File: src/rtl/brick_game_ctrl.sv
// brick_game_ctrl -- brick-breaker game controller on a 16x12 playfield.
// Holds the game state machine (IDLE/SERVE/RUN/OVER), the plate position,
// the ball position/direction, the 7x8 brick field, the score and the lives.
// Optional macro: BRICK_LIVES_EN (three lives per game instead of one).
module brick_game_ctrl (
  input  logic        clk,
  input  logic        rst,
  input  logic        tick,
  input  logic        start,
  input  logic        move_left,
  input  logic        move_right,
  output logic [15:0] plate_row,
  output logic [3:0]  ball_rowIndex,
  output logic [3:0]  ball_colIndex,
  output logic [55:0] bricks,
  output logic        IsGameOver,
  output logic        win,
  output logic [5:0]  score,
  output logic [1:0]  lives
);

  localparam logic [1:0] S_IDLE  = 2'd0;
  localparam logic [1:0] S_SERVE = 2'd1;
  localparam logic [1:0] S_RUN   = 2'd2;
  localparam logic [1:0] S_OVER  = 2'd3;

  localparam logic [3:0] POS_HOME = 4'd6;
  localparam logic [3:0] POS_MAX  = 4'd12;
  localparam logic [3:0] ROW_SERVE = 4'd9;
  localparam logic [3:0] ROW_MISS  = 4'd11;

`ifdef BRICK_LIVES_EN
  localparam logic [1:0] LIVES_RELOAD = 2'd3;
`else
  localparam logic [1:0] LIVES_RELOAD = 2'd1;
`endif

  logic [1:0]  state_q, state_d;
  logic [3:0]  pos_q, pos_d;
  logic [3:0]  row_q, row_d;
  logic [3:0]  col_q, col_d;
  logic        dx_q, dx_d;      // 1: moving right (+1), 0: moving left (-1)
  logic        dy_q, dy_d;      // 1: moving down (+1),  0: moving up (-1)
  logic [55:0] bricks_q, bricks_d;
  logic [5:0]  score_q, score_d;
  logic        win_q, win_d;
`ifdef BRICK_LIVES_EN
  logic [1:0]  lives_q, lives_d;
`endif

  logic [3:0]  pos_step;
  logic [3:0]  nc, nr;
  logic        dx_new, dy_new;
  logic [5:0]  brick_idx;
  logic [63:0] bricks_pad;
  logic [55:0] hit_mask, bricks_after;
  logic        brick_hit, plate_hit, miss;

  // Candidate plate move and candidate ball step (walls, ceiling, brick, plate)
  always_comb begin
    pos_step = pos_q;
    if (move_left && !move_right && pos_q != 4'd0)
      pos_step = pos_q - 4'd1;
    else if (move_right && !move_left && pos_q != POS_MAX)
      pos_step = pos_q + 4'd1;

    // Side walls: a step that would leave 0..15 reflects in place.
    dx_new = dx_q;
    nc     = col_q;
    if (dx_q) begin
      if (col_q == 4'd15) begin dx_new = 1'b0; nc = 4'd14; end
      else                  nc = col_q + 4'd1;
    end else begin
      if (col_q == 4'd0)  begin dx_new = 1'b1; nc = 4'd1; end
      else                  nc = col_q - 4'd1;
    end

    // Ceiling: moving up from row 0 turns the ball down into row 1.
    dy_new = dy_q;
    nr     = row_q + 4'd1;
    if (!dy_q) begin
      if (row_q == 4'd0) begin dy_new = 1'b1; nr = 4'd1; end
      else                 nr = row_q - 4'd1;
    end

    // Bricks are two columns wide; index = row*8 + col/2 (rows 0..6 only).
    brick_idx    = {nr[2:0], nc[3:1]};
    bricks_pad   = {8'h00, bricks_q};
    hit_mask     = 56'd1 << brick_idx;
    brick_hit    = (nr <= 4'd6) && bricks_pad[brick_idx];
    bricks_after = bricks_q & ~hit_mask;
    // The plate is judged at its registered position, i.e. what the player sees.
    plate_hit    = dy_new && (row_q == ROW_SERVE) && (nc >= pos_q) && (nc <= pos_q + 4'd3);
    miss         = (nr == ROW_MISS);
  end

  // Next-state logic for the game state machine and all game registers
  always_comb begin
    state_d  = state_q;
    pos_d    = pos_q;
    row_d    = row_q;
    col_d    = col_q;
    dx_d     = dx_q;
    dy_d     = dy_q;
    bricks_d = bricks_q;
    score_d  = score_q;
    win_d    = win_q;
`ifdef BRICK_LIVES_EN
    lives_d  = lives_q;
`endif
    case (state_q)
      S_IDLE, S_OVER: begin
        if (start) begin
          state_d  = S_SERVE;
          bricks_d = '1;
          score_d  = '0;
          pos_d    = POS_HOME;
          dx_d     = 1'b1;
          dy_d     = 1'b0;
          win_d    = 1'b0;
`ifdef BRICK_LIVES_EN
          lives_d  = LIVES_RELOAD;
`endif
        end
      end
      S_SERVE: begin
        if (tick) pos_d = pos_step;
        // The ball leaves from where it was shown, on the pre-move plate.
        if (start) begin
          state_d = S_RUN;
          row_d   = ROW_SERVE;
          col_d   = pos_q + 4'd1;
          dx_d    = 1'b1;
          dy_d    = 1'b0;
        end
      end
      default: begin // S_RUN
        if (tick) begin
          pos_d = pos_step;
          dx_d  = dx_new;
          col_d = nc;
          if (brick_hit) begin
            bricks_d = bricks_after;
            score_d  = score_q + 6'd1;
            dy_d     = ~dy_new;
            if (bricks_after == '0) begin
              state_d = S_OVER;
              win_d   = 1'b1;
            end
          end else if (plate_hit) begin
            dy_d = 1'b0;
          end else begin
            row_d = nr;
            dy_d  = dy_new;
            if (miss) begin
`ifdef BRICK_LIVES_EN
              lives_d = lives_q - 2'd1;
              if (lives_q > 2'd1) begin
                state_d = S_SERVE;
                dx_d    = 1'b1;
                dy_d    = 1'b0;
              end else begin
                state_d = S_OVER;
                win_d   = 1'b0;
              end
`else
              state_d = S_OVER;
              win_d   = 1'b0;
`endif
            end
          end
        end
      end
    endcase
  end

  // State registers with asynchronous reset to the idle game
  always_ff @(posedge clk or posedge rst) begin
    if (rst) begin
      state_q  <= S_IDLE;
      pos_q    <= POS_HOME;
      row_q    <= ROW_SERVE;
      col_q    <= 4'd7;
      dx_q     <= 1'b1;
      dy_q     <= 1'b0;
      bricks_q <= '1;
      score_q  <= '0;
      win_q    <= 1'b0;
`ifdef BRICK_LIVES_EN
      lives_q  <= LIVES_RELOAD;
`endif
    end else begin
      state_q  <= state_d;
      pos_q    <= pos_d;
      row_q    <= row_d;
      col_q    <= col_d;
      dx_q     <= dx_d;
      dy_q     <= dy_d;
      bricks_q <= bricks_d;
      score_q  <= score_d;
      win_q    <= win_d;
`ifdef BRICK_LIVES_EN
      lives_q  <= lives_d;
`endif
    end
  end

  // While serving, the ball rides on the plate at column pos+1.
  assign ball_rowIndex = (state_q == S_SERVE) ? ROW_SERVE : row_q;
  assign ball_colIndex = (state_q == S_SERVE) ? (pos_q + 4'd1) : col_q;
  assign plate_row     = 16'h000F << pos_q;
  assign bricks        = bricks_q;
  assign IsGameOver    = (state_q == S_OVER);
  assign win           = win_q;
  assign score         = score_q;
`ifdef BRICK_LIVES_EN
  assign lives         = lives_q;
`else
  assign lives         = LIVES_RELOAD;
`endif

endmodule

File: config.mk
export PLATFORM = sky130hd
export DESIGN_NAME = brick_game_ctrl
export DESIGN_NICKNAME = d
export VERILOG_FILES = /design/src/rtl/brick_game_ctrl.sv
export SDC_FILE = /design/constraint.sdc
export NUM_CORES = 1
export LEC_CHECK = 0
export CAP_MARGIN = 10
export CORE_AREA = 2 2 105 107
export DETAILED_ROUTE_END_ITERATION = 7
export DIE_AREA = 0 0 107 109
export GPL_ROUTABILITY_DRIVEN = 0
export GPL_TIMING_DRIVEN = 0
export PLACE_DENSITY = 0.87
export REMOVE_ABC_BUFFERS = 1
export SETUP_SLACK_MARGIN = 0.15
export SLEW_MARGIN = 30
export SYNTH_ARGS = -nofsm -noshare
export SYNTH_HDL_FRONTEND = slang
export SYNTH_SLANG_ARGS = --single-unit
File: constraint.sdc
create_clock -name clk -period 7.9 [get_ports clk]
set_input_delay 1.58 -clock clk [delete_from_list [all_inputs] [get_ports clk]]
set_output_delay 1.58 -clock clk [all_outputs]
set_load 0.01 [all_outputs]
==> metrics.csv, run 1 <==
stage;metric;value;unit
status;status;finished, violations left;
status;violations;design-rule violations;
sta;fin_skew;0.0136;ns
sta;hold_violations;0;
critical_path;startpoint_type;register;
sta;slew_headroom;0.290;
critical_path;arrival;4.92;ns
synthesis;yosysTopAreaCell;dfstp_2;
critical_path;worstPathRequired;8.14;ns
critical_path;path_class;register to register;
critical_path;crit_chain;ha_1, nand2_1, a21oi_2, nor2_2, inv_2, ha_1, nor2b_1, o21ai_0, a21oi_1, o21a_1, nor4_1, o21ai_0, and2_1, a311oi_1, a31oi_1;
sta;slew_viol_final;0;
critical_path;critPathMaxStageDelay;0.60;ns
floorplanning;die_x;107;microns
job;drv_cap;0;
detailed_routing;route.detailed.drc;17;
global_route;grt_usage;0.346;
synthesis;yosysTopAreaCellShare;0.276;
layout;drive_gt1_frac;0.182;
layout;mostFrequentLayoutCells;clkdlybuf4s50_1 (93), nand2_1 (90), dfstp_2 (64);
placed_design;io_buffer_count;93;
layout;final_common_cell;clkdlybuf4s50_1;
floorplanning;core-area;10600;sq um
layout;fillCellCount;808;
global_route;antenna_found_initial;0;
clock_network;cts_resized;0;
power;vdd_drop_max;211;uV
synthesis;synth_xor_area_frac;0.00861;
synthesis;synth_cell_types;88;
synthesis;synth-edff-count;0;
layout;seqCellArea;2060;sq um
critical_path;cpMaxStageDelayCell;dfstp_2;
detailed_routing;routedWlPerCell;21.1;microns
critical_path;endpoint_kind;register;
detailed_routing;routed-via-count;6536;
synthesis;synthesis.area;6100;sq um
synthesis;async_flop_share;1.00;
synthesis;yosysSeqAreaShare;0.337;
layout;syn_to_final_growth;19.3;%
floorplanning;start_util;0.576;
detailed_routing;vias_per_cell;6.98;
synthesis;ys_ff_latch;79;
sta;grt_setup_unrepaired;no;
floorplanning;placementRows;38;
clock_network;ctsRootBufferMaster;clkbuf_8;
power;power_leakage;2.70;nW
sta;period_share;0.593;
global_route;grt_max_degree;58;
critical_path;critPathMaxFanout;14;
synthesis;synth_area_leaders;dfstp_2 (28%), dfrtp_1 (6.2%), nand2_1 (5.5%), ha_1 (5.1%), o21ai_0 (4.7%);
global_route;overflow;0;
sta;tns;0;ns
clock_network;cts_hold_buf;0;
detailed_routing;firstDrtPassIters;8;
synthesis;synth-simple-area-share;0.215;
critical_path;crit_buf_inv;1;
sta;fmaxAchievable;213;MHz
synthesis;synth_cells;727;
detailed_routing;drt-total-wl;19.8;mm
floorplanning;ios;96;
detailed_routing;ant_nets;0;
layout;multi_input_area;3730;sq um
floorplanning;die_y;109;microns
synthesis;synth_fa_ha_area_frac;0.0513;
global_route;grt_pass1_vias;6170;
synthesis;syn_area_per_cell;8.39;sq um
clock_network;post_cts_buffers;0;
clock_network;clock_latency;0.37;ns
placed_design;hpwl;14.2;mm
clock_network;clk_pin_slew_worst_paths;0.08;ns
clock_network;clk_path_buf_depth;2;
clock_network;htree_levels;3;
synthesis;synth_top_family_by_area;compound AO/OA/AOI/OAI gates;
min_path;hold_class;register to register;
critical_path;cpLargestDelayFamily;compound AO/OA/AOI/OAI gates;
power;power.density;424;nW/um^2
floorplanning;die_area;11700;sq um
sta;fin_crit;4.69;ns
global_route;grt_pass1_wl;31.7;mm
synthesis;synth_compound_area_frac;0.304;
clock_network;cts_num_sinks;79;
sta;worst_slew_pin_slew;1.06;ns
synthesis;synth_ff_type;dfstp_2;
clock_network;cts_inserted_buffers;9;
clock_network;cts_tree;built;
synthesis;muxShareOfSynthArea;0.0265;
layout;num_antenna_cells;0;
sta;hold_ws;0.506;ns
synthesis;ys.warnings.count;0;
detailed_routing;drtIter0Drc;976;
layout;fin_nets;822;
sta;setup_viol;0;
==> cell type report <==
cell class | count | area share
tap | 140 | 0.0241
multi-input combinational | 571 | 0.512
inverter | 30 | 0.0158
clock inverter | 7 | 0.00980
clock buffer | 9 | 0.0170
timing repair buffer | 100 | 0.138
sequential | 79 | 0.283
==> logic make-up after synthesis <==
kind of cell | after synthesis
buf+inv | 77
flops | 79
compound gates | 262
mux | 14
xor+xnor | 6
simple gates | 262
fa+ha+maj | 25
other cells | 2
==> tightest hold or removal path, cell delays in order, from the launching register on <==
cell and delay (ns):
dfstp_2 0.39, o41ai_1 0.06, nand2_1 0.05
==> layer usage <==
| metal | part of all wire | global-route usage |
|---|---|---|
| met2 | 0.45 | 0.524 |
| met1 | 0.37 | 0.454 |
| met4 | 0.058 | 0.195 |
| met5 | 0 | 0 |
| met3 | 0.12 | 0.0885 |
==> synthesized netlist by cell type, types with 14 or more instances <==
library cell,instances
a21oi_1,41
inv_1,25
nor2_1,60
ha_1,25
o31ai_1,16
dfstp_2,64
a31oi_1,27
clkbuf_1,26
nand2_1,90
o21ai_0,57
nand3_1,14
nor3_1,19
dfrtp_1,15
==> path summary, 6_finish.rpt <==
| path | from | endpoint | slack [ns] | cells after the start |
|---|---|---|---|---|
| worst max register to register | col_q[0]$_DFFE_PP1P_ | state_q[1]$_DFFE_PP0P_ | 3.21 | 15 |
| worst max-delay path | col_q[0]$_DFFE_PP1P_ | state_q[1]$_DFFE_PP0P_ | 3.21 | 15 |
| worst min-delay path | bricks[49]$_DFFE_PP1P_ | bricks[49]$_DFFE_PP1P_ | 0.51 | 2 |
| worst min register to register | bricks[49]$_DFFE_PP1P_ | bricks[49]$_DFFE_PP1P_ | 0.51 | 2 |
| max in group asynchronous | rst | bricks[35]$_DFFE_PP1P_ | 5.70 | 3 |
| min in group asynchronous | rst | pos_q[3]$_DFFE_PP0P_ | 1.57 | 2 |
==> state kept, by name (all words and copies together) (netlist names) <==
signal / cells
dx_q: 1
bricks: 56
pos_q: 4
dy_q: 1
state_q: 2
score: 6
col_q: 4
row_q: 4
win: 1
==> per-stage QoR <==
step	area, sq um	std cells	total power [W]	setup slack, ns	util
5_1_grt	7280	936	0.00326	2.98	0.686
4_1_cts	7270	936	0.00299	3.36	0.685
2_1_floorplan	5870	680	0.00195	3.22	-
6_report	7280	936	0.00308	3.21	0.686
3_5_place_dp	7070	920	0.00268	3.40	0.667
3_3_place_gp	6980	913	0.00258	1.30	0.658
==> report_power, final <==
| group | switching (W) | internal [W] | total, W |
|---|---|---|---|
| logic | 0.00137 | 0.000749 | 0.00212 |
| clock network | 0.000161 | 0.000146 | 0.000308 |
| registers | 0.000145 | 0.000514 | 0.000659 |
(Power assumes the default switching activity.)
==> run 2, diff against run 1 <==
--- a/config.mk
+++ b/config.mk
@@ -6,12 +6,12 @@
 export NUM_CORES = 1
 export LEC_CHECK = 0
 export CAP_MARGIN = 10
-export CORE_AREA = 2 2 105 107
+export CORE_AREA = 2 2 114 116
 export DETAILED_ROUTE_END_ITERATION = 7
-export DIE_AREA = 0 0 107 109
+export DIE_AREA = 0 0 116 118
 export GPL_ROUTABILITY_DRIVEN = 0
 export GPL_TIMING_DRIVEN = 0
-export PLACE_DENSITY = 0.87
+export PLACE_DENSITY = 0.79
 export REMOVE_ABC_BUFFERS = 1
 export SETUP_SLACK_MARGIN = 0.15
 export SLEW_MARGIN = 30
==> constraint.sdc (replaced) <==
create_clock -name clk -period 4.3 [get_ports clk]
set_input_delay 0.86 -clock clk [delete_from_list [all_inputs] [get_ports clk]]
set_output_delay 0.86 -clock clk [all_outputs]
set_load 0.01 [all_outputs]
==> run 2 against run 1 <==
Net effect: the flow now finishes without violations; sequential cell count unchanged; via count about the same; power up 97%; non-clock buffer count up 12; largest power group unchanged; critical path type unchanged; hold slack better by 0.00075 ns.
==> metrics.csv, run 2 (synthesized netlist as in run 1, its figures left out) <==
stage;metric;value;unit;change
critical_path;r2r-end;state_q[0]$_DFFE_PP0P_;;was state_q[1]$_DFFE_PP0P_
detailed_routing;routedWlPerCell;21.0;microns;was 21.1 microns
power;vdd_drop_max;360;uV;was 211 uV
placed_design;placed_area;7100;sq um;was 7070 sq um
clock_network;cts_num_sinks;79;;unchanged
critical_path;endpoint_kind;register;;unchanged
min_path;holdPathStages;2;;unchanged
clock_network;htree_levels;3;;unchanged
clock_network;clock_latency;0.35;ns;was 0.37 ns
critical_path;worstPathRequired;4.50;ns;was 8.14 ns
sta;tns;0;ns;unchanged
critical_path;r2r_slack;0.25;ns;was 3.21 ns
global_route;grt_usage;0.303;;was 0.346
detailed_routing;drtIter0Drc;979;;was 976
sta;hold_violations;0;;unchanged
layout;num_antenna_cells;0;;unchanged
clock_network;cts_hold_buf;0;;unchanged
critical_path;startpoint_type;register;;unchanged
critical_path;arrival;4.25;ns;was 4.92 ns
placed_design;io_buffer_count;93;;unchanged
min_path;holdPathEnd;bricks[45]$_DFFE_PP1P_;;was bricks[49]$_DFFE_PP1P_
sta;fin_skew;0.00803;ns;was 0.0136 ns
layout;fin_area;7570;sq um;was 7280 sq um
detailed_routing;drt-total-wl;20.6;mm;was 19.8 mm
clock_network;clk_path_buf_depth;2;;unchanged
status;status;finished clean;;was finished, violations left
sta;setup_viol;0;;unchanged
power;power_leakage;2.79;nW;was 2.70 nW
global_route;grt_pass1_vias;6256;;was 6170
global_route;antenna_found_initial;0;;unchanged
detailed_routing;wl_met3;2.29;mm;was 2.36 mm
detailed_routing;met1_length;7.81;mm;was 7.40 mm
detailed_routing;firstDrtPassIters;8;;unchanged
clock_network;cts_inserted_buffers;9;;unchanged
clock_network;ctsRootBufferMaster;clkbuf_16;;was clkbuf_8
detailed_routing;vias_per_cell;6.67;;was 6.98
floorplanning;die_area;13700;sq um;was 11700 sq um
global_route;grt_pass1_wl;32.8;mm;was 31.7 mm
job;drv_cap;0;;unchanged
sta;fin_crit;4.05;ns;was 4.69 ns
detailed_routing;routed-via-count;6534;;was 6536
sta;slew_viol_final;0;;unchanged
power;power.density;801;nW/um^2;was 424 nW/um^2
sta;fmaxAchievable;247;MHz;was 213 MHz
layout;fin_nets;834;;was 822
detailed_routing;ant_nets;0;;unchanged
critical_path;reg2reg_depth;11;;was 15
floorplanning;start_util;0.492;;was 0.576
layout;mostFrequentLayoutCells;clkdlybuf4s50_1 (93), nand2_1 (90), dfstp_2 (64);;unchanged
sta;worst_slew_pin_slew;0.999;ns;was 1.06 ns
sta;grt_setup_unrepaired;yes;;was no
layout;syn_to_final_growth;24.1;%;was 19.3%
detailed_routing;top_layer_used;met4;;unchanged
detailed_routing;route.detailed.drc;0;;was 17
placed_design;hpwl;14.6;mm;was 14.2 mm
critical_path;critPathMaxFanout;8;;was 14
min_path;hold_start;bricks[45]$_DFFE_PP1P_;;was bricks[49]$_DFFE_PP1P_
detailed_routing;met2_length;9.37;mm;was 8.87 mm
layout;largest_register_ffs;56;;unchanged
floorplanning;ios;96;;unchanged
clock_network;cts_tree;built;;unchanged
global_route;overflow;0;;unchanged
floorplanning;die_y;118;microns;was 109 microns
min_path;hold_class;register to register;;unchanged
floorplanning;die_x;116;microns;was 107 microns
floorplanning;placementRows;41;;was 38
sta;slew_headroom;0.328;;was 0.290
power;total_power;0.00607;W;was 0.00308 W
sta;period_share;0.942;;was 0.593
global_route;grt_max_degree;58;;unchanged
floorplanning;core-area;12400;sq um;was 10600 sq um
critical_path;path_class;register to register;;unchanged
critical_path;crit-reg2reg-launch;col_q[0]$_DFFE_PP1P_;;unchanged
layout;final_common_cell;clkdlybuf4s50_1;;unchanged
layout;drive_gt1_frac;0.203;;was 0.182
clock_network;clk_pin_slew_worst_paths;0.06;ns;was 0.08 ns
run 2: cell types whose count changed in the layout (fill, tap and decap cells not counted), sizes merged:
| cell | delta |
|---|---|
| clkinvlp | +1 |
| bufinv | -1 |
| clkinv | -3 |
| inv | +3 |
| buf | +12 |
run 2: worst max-delay path, cell delays in order (launching register included):
cell and delay (ns):
dfstp_2 0.59, inv_1 0.09, ha_1 0.36, mux2_1 0.33, or3_1 0.47, a211oi_1 0.59
a21boi_0 0.19, o32ai_1 0.20, nand4_1 0.24, nor4_2 0.49, a31o_2 0.26, a31oi_1 0.09
run 2: where the power goes:
part	switching (W)	total, W	internal, W	leakage (nW)
clock	0.000327	0.000724	0.000397	0.137
combinational	0.00264	0.00414	0.00150	1.78
sequential	0.000261	0.00121	0.000945	0.871
total	0.00322	0.00607	0.00284	2.79
run 2: worst max-delay path by stage:
stage / start / endpoint / slack (ns) / cells after the start
4_1_cts: col_q[0]$_DFFE_PP1P_ / state_q[0]$_DFFE_PP0P_ / 0.15 / 16
2_1_floorplan: col_q[0]$_DFFE_PP1P_ / bricks[20]$_DFFE_PP1P_ / -0.38 / 11
5_1_grt: col_q[0]$_DFFE_PP1P_ / state_q[0]$_DFFE_PP0P_ / 0.12 / 16
6_report: col_q[0]$_DFFE_PP1P_ / state_q[0]$_DFFE_PP0P_ / 0.25 / 11
3_5_place_dp: col_q[0]$_DFFE_PP1P_ / state_q[0]$_DFFE_PP0P_ / -0.23 / 16
3_3_place_gp: col_q[0]$_DFFE_PP1P_ / bricks[22]$_DFFE_PP1P_ / -2.43 / 12
run 2: final cells by class:
type	instances	area, sq um
clock buffer	9	225
inverter	30	120
fill	1098	4840
clock inverter	7	53.8
timing repair buffer	112	1090
sequential	79	2060
multi-input combinational	571	3810
tap	172	215
run 2: what timing repair did:
item                                    in CTS  in global routing
gates resized for setup                      4                 17
endpoints found under the setup margin      49                 50
pin swaps                                    1                  2
buffers inserted                             4                  8
run 2: per-layer routing:
layer / vias to the layer above / global-route usage
met1: 3031 / 0.395
met2: 511 / 0.477
met3: 121 / 0.0597
met4: 0 / 0.149
met5: - / 0
li1: 2871 / -
run 2: metrics by stage:
step,utilization,hold WS [ns],worst slack [ns],std cells
after floorplan,-,0.481,-0.380,680
after global placement,0.565,0.485,-2.43,945
after detailed placement,0.572,0.491,-0.233,952
after CTS,0.598,0.501,0.152,972
after global routing,0.610,0.509,0.123,980
final,0.610,0.507,0.251,980
